--- config.mk ---
export PLATFORM = sky130hd
export DESIGN_NAME = axis_apb_master
export DESIGN_NICKNAME = d
export VERILOG_FILES = /design/src/rtl/axis_apb_master.sv
export SDC_FILE = /design/constraint.sdc
export NUM_CORES = 1
export LEC_CHECK = 0
export BUFFER_PORTS_ARGS = -buffer_cell sky130_fd_sc_hd__buf_2
export CAP_MARGIN = 40
export CORE_MARGIN = 2
export CORE_UTILIZATION = 54
export DETAILED_ROUTE_END_ITERATION = 10
export PLACE_DENSITY = 0.79
export SLEW_MARGIN = 10
export SYNTH_ARGS = -nofsm -noshare
export SYNTH_HDL_FRONTEND = slang
export SYNTH_SLANG_ARGS = --single-unit
--- constraint.sdc ---
create_clock -name clk_i -period 6 [get_ports clk_i]
set_clock_uncertainty 0.15 [all_clocks]
set_input_delay 1.2 -clock clk_i [delete_from_list [all_inputs] [get_ports clk_i]]
set_output_delay 1.2 -clock clk_i [all_outputs]
set_load 0.02 [all_outputs]
--- src/rtl/axis_apb_master.sv ---
// Byte-stream command parser that issues one APB3 transfer per frame
// and returns a status/read-data response frame on a second byte stream.
module axis_apb_master #(
  parameter int APB_ADDR_WIDTH = 32,
  parameter int APB_DATA_WIDTH = 32,
  parameter int TIMEOUT_CYCLES = 1024
) (
  input  logic                      clk_i,
  input  logic                      rst_i,
  input  logic [7:0]                s_axis_tdata,
  input  logic                      s_axis_tvalid,
  output logic                      s_axis_tready,
  output logic [7:0]                m_axis_tdata,
  output logic                      m_axis_tvalid,
  input  logic                      m_axis_tready,
  output logic [APB_ADDR_WIDTH-1:0] m_apb_paddr,
  output logic                      m_apb_psel,
  output logic                      m_apb_penable,
  output logic                      m_apb_pwrite,
  output logic [APB_DATA_WIDTH-1:0] m_apb_pwdata,
  input  logic [APB_DATA_WIDTH-1:0] m_apb_prdata,
  input  logic                      m_apb_pready,
  input  logic                      m_apb_pslverr
);

  localparam int AB = APB_ADDR_WIDTH / 8;
  localparam int DB = APB_DATA_WIDTH / 8;
  localparam int M1 = (AB > DB + 1) ? AB : DB + 1;
  localparam int MC = (M1 > TIMEOUT_CYCLES) ? M1 : TIMEOUT_CYCLES;
  localparam int CW = $clog2(MC + 1);
  localparam int RW = 8 * (DB + 1);

  localparam logic [CW-1:0] ALAST = CW'(AB - 1);
  localparam logic [CW-1:0] DLAST = CW'(DB - 1);
  localparam logic [CW-1:0] RLAST = CW'(DB);
  localparam logic [CW-1:0] TLAST = CW'(TIMEOUT_CYCLES - 1);

  typedef enum logic [2:0] {
    S_IDLE, S_ADDR, S_DATA, S_SETUP, S_ACCESS, S_RESP
  } state_e;

  state_e                    state_q, state_d;
  logic [CW-1:0]             cnt_q, cnt_d;
  logic [CW-1:0]             tmo_q, tmo_d;
  logic [CW-1:0]             rlast_q, rlast_d;
  logic [RW-1:0]             rbuf_q, rbuf_d;
  logic [APB_ADDR_WIDTH-1:0] paddr_q, paddr_d;
  logic [APB_DATA_WIDTH-1:0] pwdata_q, pwdata_d;
  logic                      pwrite_q, pwrite_d;
  logic                      rdy_q, rdy_d;

  logic                      s_hs, m_hs;
  logic [7:0]                status;
  logic [APB_ADDR_WIDTH+7:0] ashift;
  logic [APB_DATA_WIDTH+7:0] dshift;

  assign s_hs   = s_axis_tvalid & rdy_q;
  assign m_hs   = m_axis_tvalid & m_axis_tready;
  assign status = m_apb_pslverr ? 8'hE5 : 8'hA5;
  // Bytes arrive LSB first, so shift each new byte in from the top.
  assign ashift = {s_axis_tdata, paddr_q} >> 8;
  assign dshift = {s_axis_tdata, pwdata_q} >> 8;

  always_comb begin
    state_d  = state_q;
    cnt_d    = cnt_q;
    tmo_d    = tmo_q;
    rlast_d  = rlast_q;
    rbuf_d   = rbuf_q;
    paddr_d  = paddr_q;
    pwdata_d = pwdata_q;
    pwrite_d = pwrite_q;
    unique case (state_q)
      S_IDLE: begin
        if (s_hs) begin
          cnt_d = '0;
          if (s_axis_tdata == 8'h01 || s_axis_tdata == 8'h02) begin
            pwrite_d = (s_axis_tdata == 8'h01);
            state_d  = S_ADDR;
          end else begin
            rbuf_d  = RW'(8'hEE);
            rlast_d = '0;
            state_d = S_RESP;
          end
        end
      end
      S_ADDR: begin
        if (s_hs) begin
          paddr_d = ashift[APB_ADDR_WIDTH-1:0];
          if (cnt_q == ALAST) begin
            cnt_d   = '0;
            state_d = pwrite_q ? S_DATA : S_SETUP;
          end else begin
            cnt_d = cnt_q + 1'b1;
          end
        end
      end
      S_DATA: begin
        if (s_hs) begin
          pwdata_d = dshift[APB_DATA_WIDTH-1:0];
          if (cnt_q == DLAST) begin
            cnt_d   = '0;
            state_d = S_SETUP;
          end else begin
            cnt_d = cnt_q + 1'b1;
          end
        end
      end
      S_SETUP: begin
        tmo_d   = '0;
        state_d = S_ACCESS;
      end
      S_ACCESS: begin
        rlast_d = pwrite_q ? '0 : RLAST;
        cnt_d   = '0;
        if (m_apb_pready) begin
          rbuf_d  = pwrite_q ? RW'(status) : {m_apb_prdata, status};
          state_d = S_RESP;
        end else if (tmo_q == TLAST) begin
          rbuf_d  = RW'(8'hE7);
          state_d = S_RESP;
        end else begin
          tmo_d = tmo_q + 1'b1;
        end
      end
      S_RESP: begin
        if (m_hs) begin
          rbuf_d = rbuf_q >> 8;
          if (cnt_q == rlast_q) begin
            cnt_d   = '0;
            state_d = S_IDLE;
          end else begin
            cnt_d = cnt_q + 1'b1;
          end
        end
      end
      default: state_d = S_IDLE;
    endcase
    rdy_d = (state_d == S_IDLE) || (state_d == S_ADDR) || (state_d == S_DATA);
  end

  always_ff @(posedge clk_i or posedge rst_i) begin
    if (rst_i) begin
      state_q  <= S_IDLE;
      cnt_q    <= '0;
      tmo_q    <= '0;
      rlast_q  <= '0;
      rbuf_q   <= '0;
      paddr_q  <= '0;
      pwdata_q <= '0;
      pwrite_q <= 1'b0;
      rdy_q    <= 1'b0;
    end else begin
      state_q  <= state_d;
      cnt_q    <= cnt_d;
      tmo_q    <= tmo_d;
      rlast_q  <= rlast_d;
      rbuf_q   <= rbuf_d;
      paddr_q  <= paddr_d;
      pwdata_q <= pwdata_d;
      pwrite_q <= pwrite_d;
      rdy_q    <= rdy_d;
    end
  end

  assign s_axis_tready = rdy_q;
  assign m_axis_tvalid = (state_q == S_RESP);
  assign m_axis_tdata  = rbuf_q[7:0];
  assign m_apb_psel    = (state_q == S_SETUP) || (state_q == S_ACCESS);
  assign m_apb_penable = (state_q == S_ACCESS);
  assign m_apb_pwrite  = pwrite_q;
  assign m_apb_paddr   = paddr_q;
  assign m_apb_pwdata  = pwdata_q;

endmodule
# [After elaboration in Yosys (flattened, before gate mapping)]
# Index checks and enable logic that the tools add are counted.
# W data, S select, Z words.
[totals] wordCells=83 reg_bits=142 output_inout_bits=77
[classes] reduce_logical=18 bitwise=2 n_mux=33 addsub=2 eq_ne=19
[ops] operator="$mux W40" n=6
[ops] operator="$pmux W40 S3" n=1
[ops] operator="$mux W11" n=9
[ops] operator="$pmux W11 S2" n=2
[ops] operator="$pmux W11 S4" n=1
[ops] operator="$mux W3" n=11
[ops] operator="$add A11 B1 Y11 const B" n=2
[ops] operator="$pmux W3 S6" n=1
[ops] operator="$eq A11 B10 Y1 const B" n=1
[ops] operator="$eq A11 B11 Y1" n=1
[ops] operator="$eq A11 B2 Y1 const B" n=1
[ops] operator="$eq A3 B2 Y1 const B" n=3
[ops] operator="$reduce_and A3 Y1" n=3
[ops] operator="$eq A8 B1 Y1 const B" n=1
[ops] operator="$eq A8 B2 Y1 const B" n=1
[ops] operator="$ne A2 B2 Y1 const B" n=4
[ops] operator="$mux W7" n=1
[ops] operator="$eq A3 B1 Y1 const B" n=2
[ops] operator="$eq A3 B3 Y1 const B" n=2
[ops] operator="$logic_not A3 Y1" n=2
[ops] operator="$reduce_and A5 Y1" n=1
[ops] operator="$logic_or A1 B1 Y1" n=4
[ops] operator="$ne A2 B1 Y1 const B" n=2
[ops] operator="$reduce_and A2 Y1" n=2
[ops] operator="8 further kinds" n=10

# [Logic depth before layout (Yosys ltp)]
[depth] ltp_word=8 mapped_depth=8

# [Worst setup path after synthesis]
# No wires, ideal clock.
[synth_timing] path_kind="in2reg" start="input m_apb_pready" end="register tmo_q[8]" setup_slack_ps=3313 required_time_ps=5784 arrival_time_ps=2471 stages=5 path_cell_list="or4b_4 > nor2_4 > nand4_2 > or4_1 > nand2_1"
[synth_via] elab_chain_len=2
[synth_rtl] element="from (decl)" line="22" text="input logic m_apb_pready,"
[synth_rtl] element="$ne A2 B2 Y1 (no line)"
[synth_rtl] element="$reduce_and A3 Y1 (no line)"
[synth_rtl] element="to (signal assigned)" line="156" text="tmo_q <= tmo_d;"
[synth_rtl] element="to (decl)" line="44" text="logic [CW-1:0] tmo_q, tmo_d;"
# No other way between the ends.
# A chain may end at the register's enable or synchronous reset.

# [Final worst setup path]
[layout_timing] start="register state_q[2]" end="output m_apb_psel"
[layout_via] elab_chain_len=2 elab_cells_between_ends=3
[layout_rtl] element="from (decl)" line="42" text="state_e state_q, state_d;"
[layout_rtl] element="from (signal assigned)" line="154" text="state_q <= state_d;"
[layout_rtl] element="$eq A3 B2 Y1 or $eq A3 B3 Y1 (tied branches)" line="169" text="assign m_apb_psel = (state_q == S_SETUP) || (state_q == S_ACCESS);"
[layout_rtl] element="$logic_or A1 B1 Y1 *" line="169"
[layout_rtl] element="to (decl)" line="17" text="output logic m_apb_psel,"
# Mark *: on every way between the ends. The rest lies on a longest branch, timed or not.

==> key figures <==
Yosys
  • EDFF count, synth: 0
  • Seq cells post-synth: 132
  • Dominant cells by area after synthesis: dfrtp_1 (57%), mux2_2 (13%), nand2_1 (3.2%), a22oi_1 (3.1%), o21ai_0 (3.0%)
  • Seq/Total Area, Yosys: 57.5%
  • Mapped Avg Cell Area: 11.9 sq um
  • Post-Synthesis Net Count: 533
  • Distinct cell type count after synthesis: 54
  • Mapped Area: between 0.005 and 0.006 sq mm
  • List of most frequent post-synthesis cells: dfrtp_1 (132), mux2_2 (65), nand2_1 (49), o21ai_0 (35), a22oi_1 (24)
  • Top cell type's share of synthesized area: 57.5%
  • Warnings from Yosys: 0
  • Post-synthesis cell count: 484
  • Ys async rst share: 100%
  • Count leader, synth: dfrtp_1
  • Predominant post-synthesis flop cell: dfrtp_1
  • Post-synth top area cell: dfrtp_1

Placed design
  • Placed Instances: 717
  • Post-DP HPWL: 8.69 mm
  • PortBufs: 122
  • Placement Setup Slack: 2860 ps
  • Placed cell area: 0.00641 sq mm
  • Final Wtd Congestion: 0.835

Worst setup path
  • CP Cell Sequence: or2b_1, or2_2, nand2_1, buf_2
  • R2R Path End: rbuf_q[14]
  • CP endpoint kind: output port
  • Cells on worst reg2reg path: 6
  • CP max FO: 13
  • WP data required: 4650 ps
  • Worst reg2reg startpoint: state_q[0]
  • Startpoint Class: flip-flop
  • Max incr delay on CP: ~540 ps
  • Family with the most delay on the worst path: simple AND/OR/NAND/NOR gates
  • Critical-path top delay cell: dfrtp_1
  • Critical path class: flip-flop to output port
  • Worst EP arrival: between 1500 and 2000 ps
  • R2R Setup Slk: 3450 ps
  • Buf+Inv Stages, Crit Path: 1

Global route
  • Largest net degree at the start of global routing: 69
  • Vias in the first global route: 4178
  • Initial antenna violation count: 0
  • Total grt overflow: 0
  • Tot GR Track Use: 23.4%
  • First-pass GRT wire length: 20.8 mm

STA
  • Slew Limit Headroom: 58.3%
  • Max Slew Vio Count: 0
  • Final Critical Period: 3320 ps
  • RSZ-0062 raised after global routing: no
  • Final setup fails: 0
  • Final hold viol count: 0
  • WHS: around 330 ps
  • Final setup TNS: 0 ps
  • Tcrit/Tclk final: 55.3%
  • Worst Slack Setup Final: 2680 ps
  • Fmax: about 0.3 GHz
  • Worst slew pin tran: 623 ps

Floorplan
  • Die width: between 100 and 150 um
  • I/O pins: roughly 120
  • Total core area: 0.0103 sq mm
  • Initial core utilization: 55.7%
  • Die height: 107 um
  • Area of the die: 0.0115 sq mm
  • # rows: 37

Clock network
  • # resized after CTS: 0
  • Clock Path Buffers: 2
  • Clock Latency Late Sink: 520 ps
  • Root buf cell: clkbuf_8
  • Worst-path clk slew: about 60 ps
  • Cts hold-fix bufs: 0
  • Post-CTS setup buffer count: 0
  • Cts bufs inserted: 17
  • CTS tree: yes
  • H-tree Lvls: 4
  • Clock sink count: roughly 130

Detailed routing
  • Drt pass-1 iters: 5
  • DRT iter0 DRCs: between 200 and 300
  • Final ANT Viol Nets: 0
  • Routed wire length: 12.7 mm
  • WL/cell: 16.9 um
  • Total number of vias: 4239
  • Vias per Instance: 5.66
  • DR DRC count: 0

Worst hold path
  • Hold Crit Endpoint: rbuf_q[8]
  • Hold path start: rbuf_q[8]
  • Hold depth: 2
  • Tightest Hold Check Type: flip-flop to flip-flop

Cells and area
  • Antenna cells: 0
  • Area grow syn2layout: 21.5%
  • Share of layout cells above drive strength 1: 38.3%
  • Nets: around 650
  • Final non-filler cell area: 0.00698 sq mm
  • Post-Layout Cell Count: 749

Pwr
  • Peak supply drop: 0.285 mV
  • Power density over cell area: between 400 and 500 mW/mm^2
  • Cell leakage power: about 3.4 nW

Status
  • Status: completed

Flow run
  • Max Cap Viol: 0
[metal layers]
layer  track usage [%]  part of all wire, %  vias to the layer above
met5                 0                    0                        -
met4              9.74                  2.5                        0
met3              6.93                  6.1                       34
met2              37.4                   50                      145
met1              30.0                   42                     2084
li1                  -                    -                     1976
[sequential cells by signal, summed over array words and instances, names as in the netlist]
| register | count |
|---|---|
| cnt_q | 11 |
| m_apb_paddr | 32 |
| m_apb_pwdata | 32 |
| m_apb_pwrite | 1 |
| rbuf_q | 40 |
| rlast_q | 1 |
| s_axis_tready | 1 |
| state_q | 3 |
| tmo_q | 11 |
[layout by cell type, fill, tap and decap left out, drive strengths merged, types with 5 or more instances in the layout]
cell type,n
a21oi,14
a22o,9
a22oi,24
buf,128
clkbuf,20
clkinvlp,5
dfrtp,132
inv,15
mux2,65
nand2,49
nand3,14
nand4,8
nor2,22
o21ai,36
xor2,8
[final cells by class]
| cell class | count | area (sq um) |
|---|---|---|
| clock inverter | 12 | 123 |
| fill | 772 | 3340 |
| tap | 136 | 170 |
| sequential | 132 | 3300 |
| timing repair buffer | 128 | 676 |
| inverter | 11 | 43.8 |
| multi-input combinational | 310 | 2220 |
| clock buffer | 20 | 445 |
[where the power goes]
part | internal [W] | switching (W) | leakage (nW)
sequential | 0.00116 | 0.000208 | 1.74
combinational | 0.000418 | 0.000663 | 1.38
clock | 0.000579 | 0.000397 | 0.263
[tightest hold or removal path: cells and delay by family (launching register included)]
family	cells	cell delay, ps
flip-flops	1	340
AO/OA/AOI/OAI	1	60
AND/OR/NAND/NOR	1	50
[worst max path at each step]
stage / startpoint / to / slack, ps / cells after the start
floorplan: rst_i / cnt_q[0] / 1120 / 1
global placement: s_axis_tdata[2] / rbuf_q[14] / 2880 / 6
detailed placement: m_apb_pready / rbuf_q[11] / 2860 / 5
CTS: state_q[2] / m_apb_psel / 2690 / 4
global route: state_q[2] / m_apb_psel / 2630 / 4
finish: state_q[2] / m_apb_psel / 2680 / 4
[logic make-up (layout without fill, tap and decap cells)]
logic type / after synthesis / count (layout) / synth area share, %
simple gates: 128 / 128 / 11.2
buf+inv: 42 / 171 / 3.94
mux: 66 / 66 / 12.9
xor+xnor: 9 / 9 / 1.37
compound gates: 104 / 104 / 12.4
flops: 132 / 132 / 57.5
fa+ha+maj: 3 / 3 / 0.653
[through the flow]
stage / total power [W] / utilization [%]
floorplan: 0.00218 / -
global placement: 0.00240 / 61.8
detailed placement: 0.00246 / 62.1
CTS: 0.00344 / 67.6
global route: 0.00363 / 67.6
finish: 0.00343 / 67.6
(Power assumes the default switching activity.)
